<file path="config.mk">
export PLATFORM = sky130hd
export DESIGN_NAME = adt7420_read_sequencer
export DESIGN_NICKNAME = d
export VERILOG_FILES = /design/src/rtl/adt7420_read_sequencer.sv
export SDC_FILE = /design/constraint.sdc
export NUM_CORES = 1
export LEC_CHECK = 0
export ABC_AREA = 1
export BUFFER_PORTS_ARGS = -buffer_cell sky130_fd_sc_hd__buf_2
export CAP_MARGIN = 20
export CORE_UTILIZATION = 60
export CTS_BUF_LIST = sky130_fd_sc_hd__clkbuf_16
export DETAILED_ROUTE_END_ITERATION = 8
export GPL_ROUTABILITY_DRIVEN = 0
export GPL_TIMING_DRIVEN = 1
export PLACE_DENSITY = 0.84
export SYNTH_ARGS = -nofsm -noshare
export SYNTH_HDL_FRONTEND = slang
export SYNTH_SLANG_ARGS = --single-unit
</file>
<file path="constraint.sdc">
create_clock -name clk -period 3.25 [get_ports clk]
set_clock_uncertainty 0.1 [all_clocks]
set_input_delay 0.1625 -clock clk [delete_from_list [all_inputs] [get_ports clk]]
set_output_delay 0.1625 -clock clk [all_outputs]
set_load 0.01 [all_outputs]
</file>
<file path="src/rtl/adt7420_read_sequencer.sv">
// rtl/adt7420_read_sequencer.sv - step sequencer reading the ADT7420 16-bit temperature register.
// Optional build macro AUTO_POLL_EN adds a free-running internal start every POLL_CYCLES clocks.
module adt7420_read_sequencer #(
  parameter logic [6:0]  DEV_ADDR       = 7'h48,
  parameter logic [7:0]  REG_ADDR       = 8'h00,
  parameter logic [19:0] TIMEOUT_CYCLES = 20'd100000,
  parameter logic [23:0] POLL_CYCLES    = 24'd10000000
) (
  input  logic        clk,
  input  logic        rst,
  input  logic        start,
  output logic        busy,
  output logic [1:0]  drv_step,
  output logic [7:0]  drv_tx_byte,
  output logic        drv_rx_nack,
  input  logic        drv_ready,
  input  logic        drv_ack,
  input  logic [7:0]  drv_rx_byte,
  output logic [15:0] temp_raw,
  output logic        temp_valid,
  output logic        nack_err,
  output logic        timeout_err
);

  typedef enum logic [3:0] {
    IDLE,
    START1,
    WADDR,
    WREG,
    START2,
    RADDR,
    RXMSB,
    RXLSB,
    STOP,
    DONE,
    ERR_STOP
  } state_t;

  localparam logic [1:0] STEP_STOP  = 2'b00;
  localparam logic [1:0] STEP_START = 2'b01;
  localparam logic [1:0] STEP_TX    = 2'b10;
  localparam logic [1:0] STEP_RX    = 2'b11;

  state_t      state;
  state_t      state_nx;
  state_t      step_next;
  logic [19:0] tcnt;
  logic [7:0]  msb;
  logic [7:0]  lsb;
  logic        start_req;
  logic        accept;
  logic        waiting;
  logic        ack_chk;
  logic        timed_out;
  logic        set_nack;
  logic        set_to;

`ifdef AUTO_POLL_EN
  logic [23:0] poll_cnt;
  logic        poll_tick;

  assign poll_tick = (poll_cnt == POLL_CYCLES - 24'd1);

  always_ff @(posedge clk) begin
    if (rst) begin
      poll_cnt <= 24'd0;
    end else if (poll_tick) begin
      poll_cnt <= 24'd0;
    end else begin
      poll_cnt <= poll_cnt + 24'd1;
    end
  end

  assign start_req = start | poll_tick;
`else
  assign start_req = start;
`endif

  assign timed_out = (tcnt == TIMEOUT_CYCLES - 20'd1);

  always_ff @(posedge clk) begin
    if (rst) begin
      state       <= IDLE;
      tcnt        <= 20'd0;
      msb         <= 8'h00;
      lsb         <= 8'h00;
      temp_raw    <= 16'h0000;
      nack_err    <= 1'b0;
      timeout_err <= 1'b0;
    end else begin
      state <= state_nx;
      // Each newly issued command starts its own timeout window.
      if (waiting && state_nx == state) begin
        tcnt <= tcnt + 20'd1;
      end else begin
        tcnt <= 20'd0;
      end
      if (accept) begin
        nack_err    <= 1'b0;
        timeout_err <= 1'b0;
      end
      if (set_nack) begin
        nack_err <= 1'b1;
      end
      if (set_to) begin
        timeout_err <= 1'b1;
      end
      if (state == RXMSB && drv_ready) begin
        msb <= drv_rx_byte;
      end
      if (state == RXLSB && drv_ready) begin
        lsb <= drv_rx_byte;
      end
      // Loaded while leaving STOP so the word is stable during the DONE pulse.
      if (state == STOP) begin
        temp_raw <= {msb, lsb};
      end
    end
  end

  always_comb begin
    state_nx    = state;
    step_next   = IDLE;
    drv_step    = STEP_STOP;
    drv_tx_byte = 8'h00;
    drv_rx_nack = 1'b0;
    busy        = (state != IDLE);
    temp_valid  = 1'b0;
    accept      = 1'b0;
    waiting     = 1'b0;
    ack_chk     = 1'b0;
    set_nack    = 1'b0;
    set_to      = 1'b0;

    case (state)
      IDLE: begin
        if (start_req) begin
          accept   = 1'b1;
          state_nx = START1;
        end
      end
      START1: begin
        drv_step  = STEP_START;
        waiting   = 1'b1;
        step_next = WADDR;
      end
      WADDR: begin
        drv_step    = STEP_TX;
        drv_tx_byte = {DEV_ADDR, 1'b0};
        waiting     = 1'b1;
        ack_chk     = 1'b1;
        step_next   = WREG;
      end
      WREG: begin
        drv_step    = STEP_TX;
        drv_tx_byte = REG_ADDR;
        waiting     = 1'b1;
        ack_chk     = 1'b1;
        step_next   = START2;
      end
      START2: begin
        drv_step  = STEP_START;
        waiting   = 1'b1;
        step_next = RADDR;
      end
      RADDR: begin
        drv_step    = STEP_TX;
        drv_tx_byte = {DEV_ADDR, 1'b1};
        waiting     = 1'b1;
        ack_chk     = 1'b1;
        step_next   = RXMSB;
      end
      RXMSB: begin
        drv_step    = STEP_RX;
        drv_rx_nack = 1'b0;
        waiting     = 1'b1;
        step_next   = RXLSB;
      end
      RXLSB: begin
        drv_step    = STEP_RX;
        drv_rx_nack = 1'b1;
        waiting     = 1'b1;
        step_next   = STOP;
      end
      STOP: begin
        state_nx = DONE;
      end
      DONE: begin
        temp_valid = 1'b1;
        state_nx   = IDLE;
      end
      ERR_STOP: begin
        state_nx = IDLE;
      end
      default: begin
        state_nx = IDLE;
      end
    endcase

    if (waiting) begin
      if (drv_ready) begin
        if (ack_chk && !drv_ack) begin
          set_nack = 1'b1;
          state_nx = ERR_STOP;
        end else begin
          state_nx = step_next;
        end
      end else if (timed_out) begin
        set_to   = 1'b1;
        state_nx = ERR_STOP;
      end
    end
  end

endmodule

</file>
; After elaboration in Yosys (flattened, before gate mapping)
; Index checks and enable logic that the tools add are counted.
[totals]
out_inout_bits = 31
inputBits = 13
word_cells = 58
regBits = 58
[op_classes]
mux = 24
reduce_logical = 14
n_addsub = 1
eq_ne = 11
bitwise_logic = 1
[op_table]
columns = cell, n
row1 = 4-bit case mux with 7 select lines, 1
row2 = "20-bit by 1-bit adder with 20-bit output, second input constant", 1
row3 = "20-bit by 17-bit equality test with 1-bit output, second input constant", 1
row4 = 4-bit 2-to-1 mux, 5
row5 = "4-bit by 3-bit equality test with 1-bit output, second input constant", 4
row6 = 8-bit case mux with 2 select lines, 1
row7 = 1-bit 2-to-1 mux, 15
row8 = 4-bit case mux with 3 select lines, 1
row9 = "4-bit by 2-bit equality test with 1-bit output, second input constant", 2
row10 = "4-bit equality test, second input constant", 2
row11 = 7-bit OR reduction, 1
row12 = 2-bit case mux with 3 select lines, 1
row13 = 2-bit OR reduction, 3
row14 = "4-bit by 1-bit equality test with 1-bit output, second input constant", 1
row15 = 4-bit equality test, 1
row16 = 1-bit logical AND, 4
row17 = 4-bit logical NOT, 1
row18 = 2-bit nonzero test, 2
row19 = 4-bit nonzero test, 1
row20 = 3-bit OR reduction, 1
row21 = 1-bit logical NOT, 1
row22 = 1-bit NOT, 1

; Depth between registers and ports, before layout
[depth]
word_depth = 11
depth_mapped = 13
depth_no_buf = 12

; Least setup slack after synthesis
; Ideal clock, no wire load.
[synth_path]
kind = reg2reg
from = reg tcnt[0]
to = reg tcnt[10]
slack_ns = 1.489
period_less_slack_ns = 1.761
setup_ns = 0.117
arrival_ns = 1.544
path_buffers = 1
t_required_ns = 3.033
stages_incl_launch_ff = 12
cell_sequence = dfxtp_1 -> ha_1 -> nand3_1 -> nor2_1 -> nand4_1 -> nand3_1 -> nand2_1 -> nand2_1 -> nand2_1 -> nand2_2 -> buf_6 -> nor2_2
[synth_via]
elab_chain_len = 8
word_cells_on_any_way = 9
classes_between = 1 x add/sub / 2 x eq/ne / 3 x mux / 1 x bitwise / 2 x reduce/logical
[synth_lines]
columns = element, line
row1 = from (decl), 47  ; logic [19:0] tcnt;
row2 = from (signal assigned), 94  ; tcnt <= tcnt + 20'd1;
row3 = 20-bit by 17-bit equality test with 1-bit output, 79  ; assign timed_out = (tcnt == TIMEOUT_CYCLES - 20'd1);
row4 = 4-bit 2-to-1 mux, 208  ; end else if (timed_out) begin
row5 = 4-bit 2-to-1 mux, 201  ; if (drv_ready) begin
row6 = 4-bit 2-to-1 mux, 200  ; if (waiting) begin
row7 = 4-bit equality test, 93  ; if (waiting && state_nx == state) begin
row8 = 1-bit logical AND, 93
row9 = 1-bit NOT (no source line), -
row10 = 2-bit OR reduction (no source line), -
; Parallel ways exist; a longest one is shown, timed or not.
; A chain may end at the register's enable or synchronous reset.

; Worst setup path after layout
[layout_path]
from = reg state[2]
to = reg tcnt[16]
[layout_via]
elab_chain_len = 11
word_cells_on_any_way = 25
classes_between = 9 x eq/ne / 9 x mux / 1 x bitwise / 6 x reduce/logical
[layout_lines]
columns = element, line
row1 = from (decl), 44  ; state_t state;
row2 = from (signal assigned), 91  ; state <= state_nx;
row3 = branches (longest 8 deep; another with 7-bit OR reduction), -
row4 = 1-bit logical AND (*), 93
row5 = 1-bit NOT (no source line) (*), -
row6 = 2-bit OR reduction (no source line) (*), -
; Mark *: on every way between the ends.

==> insert_results.sql <==
INSERT INTO impl_metrics (metric_group, metric, value, unit) VALUES
('run_status', 'status', 'complete, no violations', ''),
('routing', 'final_antenna_net_count', '0', ''),
('pwr', 'report.power.total', '1.95', 'mW'),
('setup_path', 'cp.arrival', '2.40', 'ns'),
('pwr', 'power_density_relative_to_cell_area', '614', 'mW/mm²'),
('logic_synthesis', 'synthCells', '358', ''),
('die', 'floorplan.initialDensity', '0.642', ''),
('finish', 'antenna_cells', '0', ''),
('die', 'floorplan.die_area', '0.00468', 'mm²'),
('timing', 'finalCriticalPeriod', '2.31', 'ns'),
('finish', 'finish.utilization', '0.772', ''),
('global_routing', 'grt_usage', '0.271', ''),
('flow_run', 'cap_viol_max_count', '0', ''),
('setup_path', 'cp-end-kind', 'flop', ''),
('timing', 'hold_ws', '0.000441', 'ns'),
('worst_hold_path', 'min-delay-path-class', 'input port to flop', ''),
('setup_path', 'startpoint_type', 'flop', ''),
('logic_synthesis', 'syn_area', '0.00264', 'mm²'),
('finish', 'post_layout_nonfiller_instances', '456', ''),
('logic_synthesis', 'yosysSeqAreaShare', '0.439', ''),
('routing', 'viasPerCell', '5.26', ''),
('clock_tree', 'cts_max_level', '3', ''),
('global_routing', 'grt_pass1_vias', '2122', ''),
('die', 'die_width', '68.4', 'µm'),
('timing', 'slew_headroom', '0.534', ''),
('clock_tree', 'clk-insertion-delay-late', '0.32', 'ns'),
('setup_path', 'required_time_worst_endpoint', '3.33', 'ns'),
('logic_synthesis', 'synth_enable_flop_cells', '0', ''),
('placed_design', 'dp_worst_setup_slack', '0.989', 'ns'),
('clock_tree', 'clock-root-buffer', 'clkbuf_16', ''),
('timing', 'timing.final.max_slew_violations', '0', ''),
('clock_tree', 'clock_sinks', '58', ''),
('timing', 'worst_pin_slew', '0.699', 'ns'),
('timing', 'post_route_fraction_of_the_period_consumed_by_the_critical_path', '0.712', ''),
('logic_synthesis', 'synth_flop_cell', 'dfxtp_1', ''),
('routing', 'drt-initial-drc-count', '149', ''),
('setup_path', 'worst-setup-path-type', 'flop to flop', ''),
('timing', 'fmax', '432', 'MHz'),
('die', 'core_area', '0.00412', 'mm²'),
('pwr', 'power_leakage', '1.33', 'nW'),
('finish', 'layout-drive-gt1-share', '0.224', ''),
('die', 'num_rows', '23', ''),
('global_routing', 'antenna_found_initial', '0', ''),
('pwr', 'max_rail_drop_vdd', '0.000411', 'V'),
('clock_tree', 'cts_made_buffers', '9', ''),
('placed_design', 'port_buffers', '38', ''),
('die', 'die_outline_height', '68.4', 'µm'),
('routing', 'drt-total-wl', '5.70', 'mm'),
('timing', 'timing.final.hold_violations', '0', ''),
('finish', 'finalNetCount', '415', ''),
('clock_tree', 'clk_transition_reported_paths', '0.05', 'ns'),
('finish', 'final_cell_mix', 'nor2_1, dfxtp_1, nand2_1', ''),
('logic_synthesis', 'synth.distinct_cells', '28', ''),
('routing', 'wl_per_cell', '12.5', 'µm'),
('timing', 'fin_ws', '0.936', 'ns'),
('routing', 'vias', '2398', ''),
('global_routing', 'grt_start_max_net_pins', '30', ''),
('clock_tree', 'ctsLongestPathBuffers', '2', ''),
('setup_path', 'crit_path_max_fanout', '20', ''),
('finish', 'mostFrequentLayoutCell', 'nor2_1', ''),
('logic_synthesis', 'postSynthAreaPerCell', '7.38', 'µm²'),
('global_routing', 'grt_pass1_wl', '9.20', 'mm'),
('placed_design', 'dpl.cell_count', '436', ''),
('placed_design', 'placed_area', '0.00283', 'mm²'),
('clock_tree', 'cts_repair_resize_count', '0', ''),
('clock_tree', 'cts.repair_timing.setup_buffer_count', '0', ''),
('timing', 'setup_tns', '0', 'ns'),
('global_routing', 'global_route.overflow_total', '0', ''),
('placed_design', 'place.detailed.hpwl', '3.79', 'mm'),
('logic_synthesis', 'synth_async_sr_flop_share', '0', ''),
('finish', 'layout-area-overhead-vs-synth', '20.1', '%'),
('routing', 'drcViolationCount', '0', ''),
('routing', 'detailedRoute.firstPassIterationCount', '5', ''),
('clock_tree', 'tritoncts', 'done', ''),
('logic_synthesis', 'ys_ff_latch', '58', ''),
('timing', 'grt_setup_unrepaired', 'false', ''),
('timing', 'timing.final.setup_violations', '0', ''),
('die', 'io_pins', '44', ''),
('logic_synthesis', 'yosysWarnings', '0', ''),
('finish', 'final_instance_area', '0.00318', 'mm²');
==> worst max-delay path: stages (launching register included) <==
cell     delay, ns
dfxtp_1       0.41
inv_1         0.11
nor2_1        0.14
inv_1         0.10
nor2_1        0.15
nand2_1       0.27
inv_2         0.19
nor2_1        0.07
nand2_1       0.07
nor2_2        0.04
nand2_2       0.47
nor2_2        0.06
==> kinds of logic (layout without fill, tap and decap cells) <==
family / count (synthesis) / in the layout / share of synthesized area
adders and majority gates: 1 / 1 / 0.00473
and+or+nand+nor: 182 / 182 / 0.319
xor gates and xnor gates: 17 / 17 / 0.0563
DFF: 58 / 58 / 0.439
AOI/OAI and AO/OA: 50 / 50 / 0.0961
buffers and inverters: 49 / 93 / 0.0838
other: 1 / 5 / 0.00142
==> layout make-up <==
| type | count | area, µm² |
|---|---|---|
| Inverter | 34 | 128 |
| Tap cell | 50 | 62.6 |
| Timing Repair Buffer | 43 | 238 |
| Multi-Input combinational cell | 255 | 1280 |
| Sequential cell | 58 | 1160 |
| Fill cell | 280 | 940 |
| Clock inverter | 7 | 85.1 |
| Clock buffer | 9 | 225 |
==> state kept, by name, indices dropped and copies added, names as in the netlist <==
name,flops
lsb,8
msb,8
nack_err,1
state,4
tcnt,20
temp_raw,16
timeout_err,1
==> cells in the mapped netlist (2+ instances only) <==
master	number	share of area
nor2_1	69	0.098
dfxtp_1	58	0.44
nand2_1	51	0.072
o21ai_0	33	0.062
inv_1	30	0.043
nor2_2	23	0.054
nand3_1	15	0.028
a21oi_1	14	0.027
xor2_1	12	0.040
clkbuf_1	7	0.0099
buf_4	6	0.017
nor3_1	6	0.011
xnor2_1	5	0.017
nand2_2	4	0.0095
nand3_2	4	0.015
inv_2	3	0.0043
nand4_1	3	0.0071
buf_6	2	0.0085
nor2_4	2	0.0085
nor4_1	2	0.0047
o22ai_1	2	0.0047
==> what timing repair did <==
action                     in CTS  in global routing
hold endpoints to repair        4                  0
hold buffers                    4                  0
setup endpoints to repair       0                  0
==> power breakdown <==
part | leakage, nW | switching, mW | internal [mW] | total [mW]
Combinational | 0.708 | 0.156 | 0.0709 | 0.227
Clock | 0.154 | 0.317 | 0.661 | 0.978
Sequential | 0.468 | 0.0183 | 0.726 | 0.744
==> layer usage <==
| metal | part of all wire | up-vias | GRT usage |
|---|---|---|---|
| met1 | 0.47 | 1069 | 0.344 |
| li1 | - | 1212 | - |
| met3 | 0.070 | 9 | 0.0767 |
| met2 | 0.45 | 108 | 0.428 |
| met4 | 0.015 | 0 | 0.112 |
| met5 | 0 | - | 0 |
==> path summary, 6_finish.rpt <==
check                      start  endpoint  slack, ns  cells after the start
hold reg to reg           lsb[5]    lsb[5]       0.36                      2
hold / removal    drv_rx_byte[1]    msb[1]     0.0004                      3
setup / recovery        state[2]  tcnt[16]       0.94                     11
setup reg to reg        state[2]  tcnt[16]       0.94                     11
No activity file was read; power rests on OpenSTA's default activity.
